### config.mk
export PLATFORM = sky130hd
export DESIGN_NAME = yield_sum_caller
export DESIGN_NICKNAME = d
export VERILOG_FILES = /design/src/rtl/yield_sum_caller_pkg.sv /design/src/rtl/yield_sum_caller.sv
export SDC_FILE = /design/constraint.sdc
export NUM_CORES = 1
export LEC_CHECK = 0
export ABC_AREA = 1
export CAP_MARGIN = 40
export CORE_UTILIZATION = 45
export CTS_BUF_LIST = sky130_fd_sc_hd__clkbuf_8 sky130_fd_sc_hd__clkbuf_16
export DETAILED_ROUTE_END_ITERATION = 8
export PLACE_DENSITY_LB_ADDON = 0.2
export SYNTH_ARGS = -nofsm -noshare
export SYNTH_HDL_FRONTEND = slang
export SYNTH_SLANG_ARGS = --single-unit
### constraint.sdc
create_clock -name _clock -period 7.65 [get_ports _clock]
set_clock_uncertainty 0.15 [all_clocks]
set_input_delay 1.1475 -clock _clock [delete_from_list [all_inputs] [get_ports _clock]]
set_output_delay 1.1475 -clock _clock [all_outputs]
set_load 0.02 [all_outputs]
### src/rtl/yield_sum_caller_pkg.sv
// -----------------------------------------------------------------------------
// yield_sum_caller_pkg
// Shared types and constants for the yield_sum_caller block.
//   YSC_WIDTH    : default data width of arguments, yields, sum and count
//   ysc_state_e  : caller FSM states (IDLE, CALL, COLLECT, EMIT)
// -----------------------------------------------------------------------------
package yield_sum_caller_pkg;

    localparam int unsigned YSC_WIDTH = 32;

    typedef enum logic [1:0] {
        ST_IDLE    = 2'd0,
        ST_CALL    = 2'd1,
        ST_COLLECT = 2'd2,
        ST_EMIT    = 2'd3
    } ysc_state_e;

endpackage : yield_sum_caller_pkg

### src/rtl/yield_sum_caller.sv
// -----------------------------------------------------------------------------
// yield_sum_caller
// Caller side of the generator start/ready/valid/done protocol. Launches one
// external callee generator with registered arguments, sums every yielded c_0
// and counts the yields, then presents (sum, count) downstream through the
// same generator protocol so the block can itself be nested as a callee.
//
// Ports:
//   _clock, _reset            : clock, asynchronous active-high reset
//   _start, base/limit/step   : run request and callee arguments (sampled in IDLE)
//   _ready                    : downstream accepts result
//   _done, _valid, _0, _1     : idle flag, result valid, sum, yield count
//   c_start, c_ready          : start pulse / ready towards callee
//   c_base, c_limit, c_step   : registered callee arguments
//   c_done, c_valid, c_0, c_1 : callee status and yield (c_1 unused)
//
// Build option:
//   YIELD_SUM_CALLER_THROTTLE_EN : when defined, c_ready toggles every cycle
//   in COLLECT (starting low), accepting yields only on alternate edges.
// -----------------------------------------------------------------------------
module yield_sum_caller
    import yield_sum_caller_pkg::*;
#(
    parameter int unsigned WIDTH = YSC_WIDTH
) (
    input  logic                    _clock,
    input  logic                    _reset,
    input  logic                    _start,
    input  logic                    _ready,
    input  logic signed [WIDTH-1:0] base,
    input  logic signed [WIDTH-1:0] limit,
    input  logic signed [WIDTH-1:0] step,
    output logic                    _done,
    output logic                    _valid,
    output logic signed [WIDTH-1:0] _0,
    output logic signed [WIDTH-1:0] _1,
    output logic                    c_start,
    output logic                    c_ready,
    output logic signed [WIDTH-1:0] c_base,
    output logic signed [WIDTH-1:0] c_limit,
    output logic signed [WIDTH-1:0] c_step,
    input  logic                    c_done,
    input  logic                    c_valid,
    input  logic signed [WIDTH-1:0] c_0,
    input  logic signed [WIDTH-1:0] c_1
);

    localparam logic signed [WIDTH-1:0] ONE  = {{(WIDTH-1){1'b0}}, 1'b1};
    localparam logic signed [WIDTH-1:0] ZERO = {WIDTH{1'b0}};

`ifdef YIELD_SUM_CALLER_THROTTLE_EN
    localparam logic THROTTLE = 1'b1;
`else
    localparam logic THROTTLE = 1'b0;
`endif

    ysc_state_e              state_q, state_d;
    logic signed [WIDTH-1:0] sum_q, sum_d;
    logic signed [WIDTH-1:0] cnt_q, cnt_d;
    logic signed [WIDTH-1:0] out0_q, out0_d;
    logic signed [WIDTH-1:0] out1_q, out1_d;
    logic signed [WIDTH-1:0] base_q, base_d;
    logic signed [WIDTH-1:0] limit_q, limit_d;
    logic signed [WIDTH-1:0] step_q, step_d;
    logic                    done_q, done_d;
    logic                    valid_q, valid_d;
    logic                    cstart_q, cstart_d;
    logic                    cready_q, cready_d;

    // Handshakes with the callee only count on edges where we drive c_ready.
    logic take_yield_s;
    logic take_done_s;

    // c_1 is part of the callee interface but does not enter the reduction.
    logic unused_c1_s;

    assign take_yield_s = cready_q & c_valid;
    assign take_done_s  = cready_q & c_done;
    assign unused_c1_s  = ^c_1;

    // Next-state and next-output logic for the caller FSM.
    always_comb begin
        state_d  = state_q;
        sum_d    = sum_q;
        cnt_d    = cnt_q;
        out0_d   = out0_q;
        out1_d   = out1_q;
        base_d   = base_q;
        limit_d  = limit_q;
        step_d   = step_q;
        done_d   = done_q;
        valid_d  = valid_q;
        cstart_d = 1'b0;
        cready_d = cready_q;

        case (state_q)
            ST_IDLE: begin
                if (_start) begin
                    base_d   = base;
                    limit_d  = limit;
                    step_d   = step;
                    sum_d    = ZERO;
                    cnt_d    = ZERO;
                    cstart_d = 1'b1;
                    cready_d = 1'b1;
                    done_d   = 1'b0;
                    valid_d  = 1'b0;
                    state_d  = ST_CALL;
                end else begin
                    cready_d = 1'b0;
                end
            end

            // The callee still shows done from its previous run during this
            // cycle, so neither c_done nor c_valid is looked at here.
            ST_CALL: begin
                cready_d = ~THROTTLE;
                state_d  = ST_COLLECT;
            end

            ST_COLLECT: begin
                if (take_yield_s) begin
                    sum_d = sum_q + c_0;
                    cnt_d = cnt_q + ONE;
                end else begin
                    sum_d = sum_q;
                end
                // A yield arriving together with done is folded in first.
                if (take_done_s) begin
                    out0_d   = sum_d;
                    out1_d   = cnt_d;
                    valid_d  = 1'b1;
                    cready_d = 1'b0;
                    state_d  = ST_EMIT;
                end else if (THROTTLE) begin
                    cready_d = ~cready_q;
                end else begin
                    cready_d = 1'b1;
                end
            end

            ST_EMIT: begin
                if (_ready) begin
                    valid_d = 1'b0;
                    done_d  = 1'b1;
                    state_d = ST_IDLE;
                end else begin
                    valid_d = 1'b1;
                end
            end

            default: begin
                state_d  = ST_IDLE;
                done_d   = 1'b1;
                valid_d  = 1'b0;
                cready_d = 1'b0;
            end
        endcase
    end

    // State and output registers; asynchronous reset to the idle values.
    always_ff @(posedge _clock or posedge _reset) begin
        if (_reset) begin
            state_q  <= ST_IDLE;
            sum_q    <= ZERO;
            cnt_q    <= ZERO;
            out0_q   <= ZERO;
            out1_q   <= ZERO;
            base_q   <= ZERO;
            limit_q  <= ZERO;
            step_q   <= ZERO;
            done_q   <= 1'b1;
            valid_q  <= 1'b0;
            cstart_q <= 1'b0;
            cready_q <= 1'b0;
        end else begin
            state_q  <= state_d;
            sum_q    <= sum_d;
            cnt_q    <= cnt_d;
            out0_q   <= out0_d;
            out1_q   <= out1_d;
            base_q   <= base_d;
            limit_q  <= limit_d;
            step_q   <= step_d;
            done_q   <= done_d;
            valid_q  <= valid_d;
            cstart_q <= cstart_d;
            cready_q <= cready_d;
        end
    end

    assign _done   = done_q;
    assign _valid  = valid_q;
    assign _0      = out0_q;
    assign _1      = out1_q;
    assign c_start = cstart_q;
    assign c_ready = cready_q;
    assign c_base  = base_q;
    assign c_limit = limit_q;
    assign c_step  = step_q;

endmodule : yield_sum_caller

Word-level counts from Yosys, hierarchy flattened
Index checks and enable logic that the tools add are counted.
Operators by class
  bitwise operators: 2
  equal/unequal tests: 6
  muxes and demuxes: 19
  reductions and logical operators: 11
  add/sub/neg operators: 2
Operator list (count)
  $pmux 32 s2: 2
  $mux 32: 3
  $add 32x2->32 const B: 1
  $add 32x32->32: 1
  $reduce_and 3->1: 3
  $pmux 2 s4: 1
  $mux 1: 7
  $mux 2: 3
  $ne 2x2->1 const B: 3
  $pmux 1 s3: 2
  $reduce_and 2->1: 3
  $reduce_bool 3->1: 2
  $eq 2x2->1 const B: 2
  $reduce_bool 2->1: 2
  $and 1x1->1: 2
  $eq 2x1->1 const B: 1
  $logic_not 2->1: 1
  $pmux 1 s2: 1
Storage, ports and cells
  flip-flop bits (word level): 230
  output and inout bits: 164
  word-level logic and storage cells: 52

Depth between registers and ports, before layout
Gate-level depths: netlist of run 1.
  depth in word-level cells: 3
  gate-level depth with buffers: 13
  mapped depth without buffers: 13

Worst setup path after synthesis of run 1
OpenSTA, ideal clock, no wires.
  path type: input -> register
  from: in c_0[0]
  to: reg sum_q[20]
  data arrival time: 2.557 ns
  stages: 12
  data required time: 7.374 ns
  setup slack: 4.817 ns
  cell sequence: ha_1 -> fa_1 -> nand3_1 -> nand3_1 -> nand3_1 -> nand3_1 -> nand2_1 -> nand2_1 -> nand2_1 -> nand3_1 -> nand3_1 -> o21ai_0
On the way
  cells in the longest elaborated chain, start to end: 3
RTL lines
  start, declared: RTL line yield_sum_caller.sv:44  | input logic signed [WIDTH-1:0] c_0,
  $add 32x32->32: RTL line yield_sum_caller.sv:123  | sum_d = sum_q + c_0;
  $mux 32: RTL line yield_sum_caller.sv:122  | if (take_yield_s) begin
  $pmux 32 s2: RTL line yield_sum_caller.sv:96  | case (state_q)
  end signal, assigned: RTL line yield_sum_caller.sv:178  | sum_q <= sum_d;
  end, declared: RTL line yield_sum_caller.sv:58  | logic signed [WIDTH-1:0] sum_q, sum_d;
No other way between the ends.
A chain may end at the register's enable or synchronous reset.

Worst setup path after layout of run 1
  from: in _start
  to: reg sum_q[5]
On the way
  cells in the longest elaborated chain, start to end: 2
RTL lines
  start, declared: RTL line yield_sum_caller.sv:28  | input logic _start,
  $ne 2x2->1 (no line)
  $reduce_and 2->1 (no line)
No other way between the ends.

==> out/results.ini, run 1 <==
[logic_synthesis]
proportion_of_register_bits_with_asynchronous_set_or_reset_after_synthesis_pct = 100
synth-seq-cells = 230
ys_seq_area_share_pct = 46.6
yosys.area_share.xor_xnor_pct = 2.77
synth_compound_area_share_pct = 5.21
synth.net_count = 1882
syn-cell-area_mm2 = 0.0123
yosys.area.top_type_share_pct = 46.4
synth_cells = 1678
synth_top_flop_cell = sky130_fd_sc_hd__dfrtp_1
synthSimpleGateAreaFrac_pct = 34.0
synth_cell_types = 42
yosys.area_share.adder_pct = 3.91
number_of_synthesized_flops_with_an_enable_pin = 0
synth_most_common_cell = sky130_fd_sc_hd__nand2_1
synth_largest_area_cell = sky130_fd_sc_hd__dfrtp_1
netlist_top_cells_count = sky130_fd_sc_hd__nand2_1 (779), sky130_fd_sc_hd__dfrtp_1 (229), sky130_fd_sc_hd__inv_1 (182)
syn-mean-instance-area_um2 = 7.36
yosys_warnings = 0
main_combinational_cell_family_by_area_after_synthesis = simple AND/OR/NAND/NOR gates
synth.top_cells.by_area = sky130_fd_sc_hd__dfrtp_1 (46%), sky130_fd_sc_hd__nand2_1 (24%), sky130_fd_sc_hd__inv_1 (5.5%), sky130_fd_sc_hd__nand3_1 (4.8%), sky130_fd_sc_hd__ha_1 (3.8%)
post_synth_mux_area_share_pct = 0

[pwr]
static_leakage_nw = 8.60
peakVddDrop_mv = 0.222
power.density_cell_area_mw_per_mm2 = 386
finalPower_mw = 6.40

[clock_tree]
post_cts_resized = 0
clkLatencyLatePin_ns = 0.53
clk_path_buf_depth = 3
buffer_count_from_post_cts_setup_fixing = 0
tritoncts = built
clkTransAtPathRegs_ns = 0.06
numCtsBuffers = 25
count_of_hold_fix_buffers_inserted_at_cts = 0
ctsRootBufferMaster = sky130_fd_sc_hd__clkbuf_16
htree_levels = 1
clkSinkCount = 230

[place]
place_hpwl_um = 26000
place_area_mm2 = 0.0157
dp.cells = 2275
gp_routability_congestion = 0.910
dp_slack_ns = 3.46
port_buffer_cells = 297

[sta]
sum_of_negative_setup_slack_ns = 0
timing.final.crit_share_pct = 47.7
timing.max_slew.rel_slack_pct = 43.7
maxClockFrequency_mhz = 274
grt_setup_unrepaired = no
post_route_setup_slack_ns = 4.00
tightest_slew_ns = 0.839
timing.final.crit_period_ns = 3.65
finalSetupViolations = 0
final_slew_violations = 0
hold_slack_ns = 0.327
final-hold-violation-count = 0

[flow_run]
max_cap_viol_count = 0

[setup_path]
worst_setup_path_end_kind = flop
r2r_slack_ns = 4.37
start_kind = primary input
cp.required_ns = 7.92
arrival_time_of_the_worst_setup_path_ns = 3.92
worstReg2RegEnd = sum_q[5]$_DFFE_PP0P_
worstSetupPathType = in -> reg
reg2regPathDepth = 10
worstPathMaxFanout = 47
r2r-start = state_q[0]$_DFFE_PP0P_

[drt]
drt-pass1-iter-count = 8
antenna_violating_nets_post_route = 0
first_iter_violations = 877
route.final.wire_length_um = 36000
via_count = 11500
drc = 0
routed_via_density = 4.94
detail_route.wl_per_cell_um = 15.5

[floorplan]
die_y_um = 168
die_area_mm2 = 0.0281
die_width_um = 168
initial_core_util_pct = 45.8
num_io_pins = 330
core_region_area_mm2 = 0.0270
floorplan.rows = 60

[finish]
final_cell_count_no_fill = 2323
share_of_layout_cells_above_drive_strength_1_pct = 5.45
area_used_by_multi_input_combinational_logic_mm2 = 0.00569
filler_cell_count = 2429
finish.net_count = 2165
synthToLayoutAreaGrowth_pct = 34.6
layout.area.seq_mm2 = 0.00576
final_core_utilization_pct = 61.6
final_area_mm2 = 0.0166

[worst_hold_path]
hold_depth = 2
worst_hold_startpoint = c_base[3]$_DFFE_PP0P_
class_of_the_most_critical_hold_timing_path = reg -> reg
hold-path-endpoint = c_base[3]$_DFFE_PP0P_

[run_status]
result_of_the_run = finished clean

[grt]
total_global_route_track_usage_pct = 26.0
grt_busiest_layer = met2
groute.layer.met1.usage_pct = 33.3
grt_util_met3_pct = 7.87
met2_usage_pct = 42.1
first_pass_grt_wire_length_um = 58500
via_count_of_the_first_global_routing_pass = 11300
antenna_found_initial = 2
grt_start_max_net_pins = 111
grt_remaining_overflow = 0

## cell usage in the layout, fill, tap and decap left out, types with 4 or more instances in the layout
cell and count:
sky130_fd_sc_hd__nand2_1 778, sky130_fd_sc_hd__clkdlybuf4s50_1 297, sky130_fd_sc_hd__dfrtp_1 229, sky130_fd_sc_hd__inv_1 184
sky130_fd_sc_hd__nand3_1 118, sky130_fd_sc_hd__nor2_1 61, sky130_fd_sc_hd__o21ai_0 56, sky130_fd_sc_hd__ha_1 37
sky130_fd_sc_hd__xor2_1 29, sky130_fd_sc_hd__clkbuf_16 25, sky130_fd_sc_hd__a21oi_1 22, sky130_fd_sc_hd__or2_2 21
sky130_fd_sc_hd__o22ai_1 14, sky130_fd_sc_hd__xnor2_1 10, sky130_fd_sc_hd__nand4_1 10, sky130_fd_sc_hd__clkinv_2 8
sky130_fd_sc_hd__nor3_1 7, sky130_fd_sc_hd__buf_4 7, sky130_fd_sc_hd__o211ai_1 6, sky130_fd_sc_hd__clkbuf_8 5
sky130_fd_sc_hd__nor2_2 4, sky130_fd_sc_hd__bufinv_16 4
## layer usage
layer  vias to the layer above  share of wire [%]
met1                      5314                 43
met4                         0                2.4
met3                        61                8.7
met2                       329                 46
li1                       5764                  -
met5                         -                  0
## sequential cells by signal, indices dropped and copies added (netlist names)
signal	flops
_0	32
_1	32
_done	1
_valid	1
c_base	32
c_limit	32
c_ready	1
c_start	1
c_step	32
cnt_q	32
state_q	2
sum_q	32
## kinds of logic after synthesis
group,count (synthesis)
and+or+nand+nor,1017
buffers and inverters,240
DFF,230
AOI/OAI and AO/OA,114
xor gates and xnor gates,39
adders and majority gates,38
## final cells by class
class                           instances  area share, %
Clock inverter                         16           1.12
Timing Repair Buffer                  309           18.9
Clock buffer                           30           4.18
Tap cell                              341           2.57
Multi-Input combinational cell       1208           34.3
Sequential cell                       230           34.7
Antenna cell                            2         0.0301
Inverter                              187           4.29
## report_power, final
group	switching, mW	internal [mW]	total (mW)
sequential	0.315	1.69	2.01
clock	0.509	0.780	1.29
combinational	1.85	1.26	3.11
total	2.68	3.73	6.40
## critical path, cell delays in order
cell and delay [ns]:
sky130_fd_sc_hd__clkdlybuf4s50_1 0.50, sky130_fd_sc_hd__nand2_4 0.38, sky130_fd_sc_hd__inv_2 0.05, sky130_fd_sc_hd__buf_4 0.30
sky130_fd_sc_hd__a21oi_4 0.17, sky130_fd_sc_hd__buf_4 0.46, sky130_fd_sc_hd__inv_1 0.45, sky130_fd_sc_hd__buf_8 0.28
sky130_fd_sc_hd__o22ai_1 0.16
## worst max-delay path by stage
stage	start	to	slack, ns	cells after the start
global route	_start	sum_q[3]$_DFFE_PP0P_	3.79	9
finish	_start	sum_q[5]$_DFFE_PP0P_	4.00	9
global placement	_start	cnt_q[16]$_DFFE_PP0P_	2.64	8
CTS	_start	sum_q[5]$_DFFE_PP0P_	4.00	9
detailed placement	_start	sum_q[13]$_DFFE_PP0P_	3.46	9
floorplan	_reset	_0[0]$_DFFE_PP0P_	0.05	1
Power figures use the tool's default switching activity.
==> run 2, diff against run 1 <==
Clock period 7.65 ns to 3 ns, I/O delays scaled along.
==> run 2 against run 1 <==
Setup slack got worse by 3.4 ns. Design area up 0.59%. Hold slack got worse by 0.17 ns. Global-route usage about the same. Core utilization increased by 0.37 points. Sequential power increased to 2.5 times the previous value. Register-to-register slack worse by 3.7 ns. Critical path type is now reg -> reg. Critical endpoint is now _0[30]$_DFFE_PP0P_. Largest power group unchanged. Highest routed layer unchanged.
==> out/results.ini, run 2 (synthesis gave the netlist of run 1 again) <==
[finish]
mostFrequentLayoutCells = sky130_fd_sc_hd__nand2_1 (778), sky130_fd_sc_hd__clkdlybuf4s50_1 (297), sky130_fd_sc_hd__dfrtp_1 (229)
final_core_utilization_pct = 62.0
finish.net_count = 2170
filler_cell_count = 2371
most_common_cell_after_layout_fill_and_taps_aside = sky130_fd_sc_hd__nand2_1
synthToLayoutAreaGrowth_pct = 35.4
final_area_mm2 = 0.0167
share_of_layout_cells_above_drive_strength_1_pct = 5.69

[clock_tree]
buffer_count_from_post_cts_setup_fixing = 0
clkTransAtPathRegs_ns = 0.07
tritoncts = built
htree_levels = 1
post_cts_resized = 0
count_of_hold_fix_buffers_inserted_at_cts = 0
numCtsBuffers = 26
ctsRootBufferMaster = sky130_fd_sc_hd__clkbuf_16
clkLatencyLatePin_ns = 0.54
clk_path_buf_depth = 3
clkSinkCount = 230

[floorplan]
num_io_pins = 330
die_width_um = 168
die_area_mm2 = 0.0281
floorplan.rows = 60
core_region_area_mm2 = 0.0270
die_y_um = 168
initial_core_util_pct = 45.8

[sta]
maxClockFrequency_mhz = 426
finalSetupViolations = 0
timing.max_slew.rel_slack_pct = 64.7
grt_setup_unrepaired = no
tightest_slew_ns = 0.529
final_slew_violations = 0
timing.final.crit_period_ns = 2.35
hold_slack_ns = 0.152
final-hold-violation-count = 0
timing.final.crit_share_pct = 78.2

[place]
gp_routability_congestion = 0.936
place_area_mm2 = 0.0158
place_hpwl_um = 26200
port_buffer_cells = 297

[pwr]
power.density_cell_area_mw_per_mm2 = 988
finalPower_mw = 16.5
static_leakage_nw = 8.64
peakVddDrop_mv = 0.748

[flow_run]
max_cap_viol_count = 0

[drt]
drc = 0
route.final.wire_length_um = 36000
antenna_violating_nets_post_route = 0
detail_route.wl_per_cell_um = 15.4
drt-pass1-iter-count = 5
routed_via_density = 4.94
via_count = 11500
first_iter_violations = 826

[grt]
grt_busiest_layer = met2
met2_usage_pct = 42.6
first_pass_grt_wire_length_um = 58900
via_count_of_the_first_global_routing_pass = 11600
grt_start_max_net_pins = 99
grt_remaining_overflow = 0
groute.layer.met1.usage_pct = 33.0
antenna_found_initial = 4
total_global_route_track_usage_pct = 26.0
grt_util_met3_pct = 7.78

[run_status]
result_of_the_run = finished clean

[setup_path]
cp.required_ns = 3.28
worst_setup_path_end_kind = flop
start_kind = flop
worstSetupPathType = reg -> reg
arrival_time_of_the_worst_setup_path_ns = 2.63
r2r_slack_ns = 0.65
worstPathMaxFanout = 5

[worst_hold_path]
class_of_the_most_critical_hold_timing_path = in -> async

-- run 2: worst max-delay path: stages (launching register included) --
cell	delay [ns]
sky130_fd_sc_hd__dfrtp_1	0.40
sky130_fd_sc_hd__ha_1	0.25
sky130_fd_sc_hd__fa_1	0.46
sky130_fd_sc_hd__nand2_1	0.10
sky130_fd_sc_hd__nand3_1	0.14
sky130_fd_sc_hd__nand2_1	0.11
sky130_fd_sc_hd__nand2_1	0.13
sky130_fd_sc_hd__nand2_1	0.14
sky130_fd_sc_hd__nand2_1	0.07
sky130_fd_sc_hd__nand2_1	0.06
sky130_fd_sc_hd__nand3_1	0.08
sky130_fd_sc_hd__nand3_1	0.09
sky130_fd_sc_hd__nand2_1	0.06
-- run 2: path summary, 6_finish.rpt --
path / start / end / cells after the start
worst max-delay path: sum_q[0]$_DFFE_PP0P_ / _0[30]$_DFFE_PP0P_ / 12
worst min-delay path: _reset / c_base[6]$_DFFE_PP0P_ / 2
worst max register to register: sum_q[0]$_DFFE_PP0P_ / _0[30]$_DFFE_PP0P_ / 12
worst min register to register: c_limit[31]$_DFFE_PP0P_ / c_limit[31]$_DFFE_PP0P_ / 2
max in group asynchronous: _reset / _done$_DFFE_PP1P_ / 3
min in group _clock: step[14] / c_step[14]$_DFFE_PP0P_ / 3
-- run 2: power by group --
part	switching, mW	internal (mW)	total [mW]
Clock	1.33	2.10	3.43
Combinational	4.72	3.24	7.96
Sequential	0.809	4.31	5.12
-- run 2: per-stage QoR --
stage	instances	setup TNS [ns]	worst slack [ns]
2_1_floorplan	1678	-139.03	-0.607
3_3_place_gp	2278	0	0.151
3_5_place_dp	2279	0	0.130
4_1_cts	2326	0	0.635
5_1_grt	2330	0	0.406
6_report	2330	0	0.653
-- run 2: routing by layer --
| layer | up-vias | routed length [um] |
|---|---|---|
| met5 | - | 0 |
| met1 | 5319 | 15200 |
| li1 | 5774 | - |
| met3 | 57 | 3290 |
| met4 | 0 | 801 |
| met2 | 356 | 16700 |
-- run 2: cell type report --
class | instances | area (um^2) | area share, %
Sequential cell | 230 | 5760 | 34.5
Clock buffer | 33 | 747 | 4.47
Clock inverter | 14 | 184 | 1.10
Inverter | 187 | 708 | 4.24
Timing Repair Buffer | 313 | 3190 | 19.1
Tap cell | 341 | 427 | 2.55
Antenna cell | 4 | 10.0 | 0.0599
Multi-Input combinational cell | 1208 | 5690 | 34.0
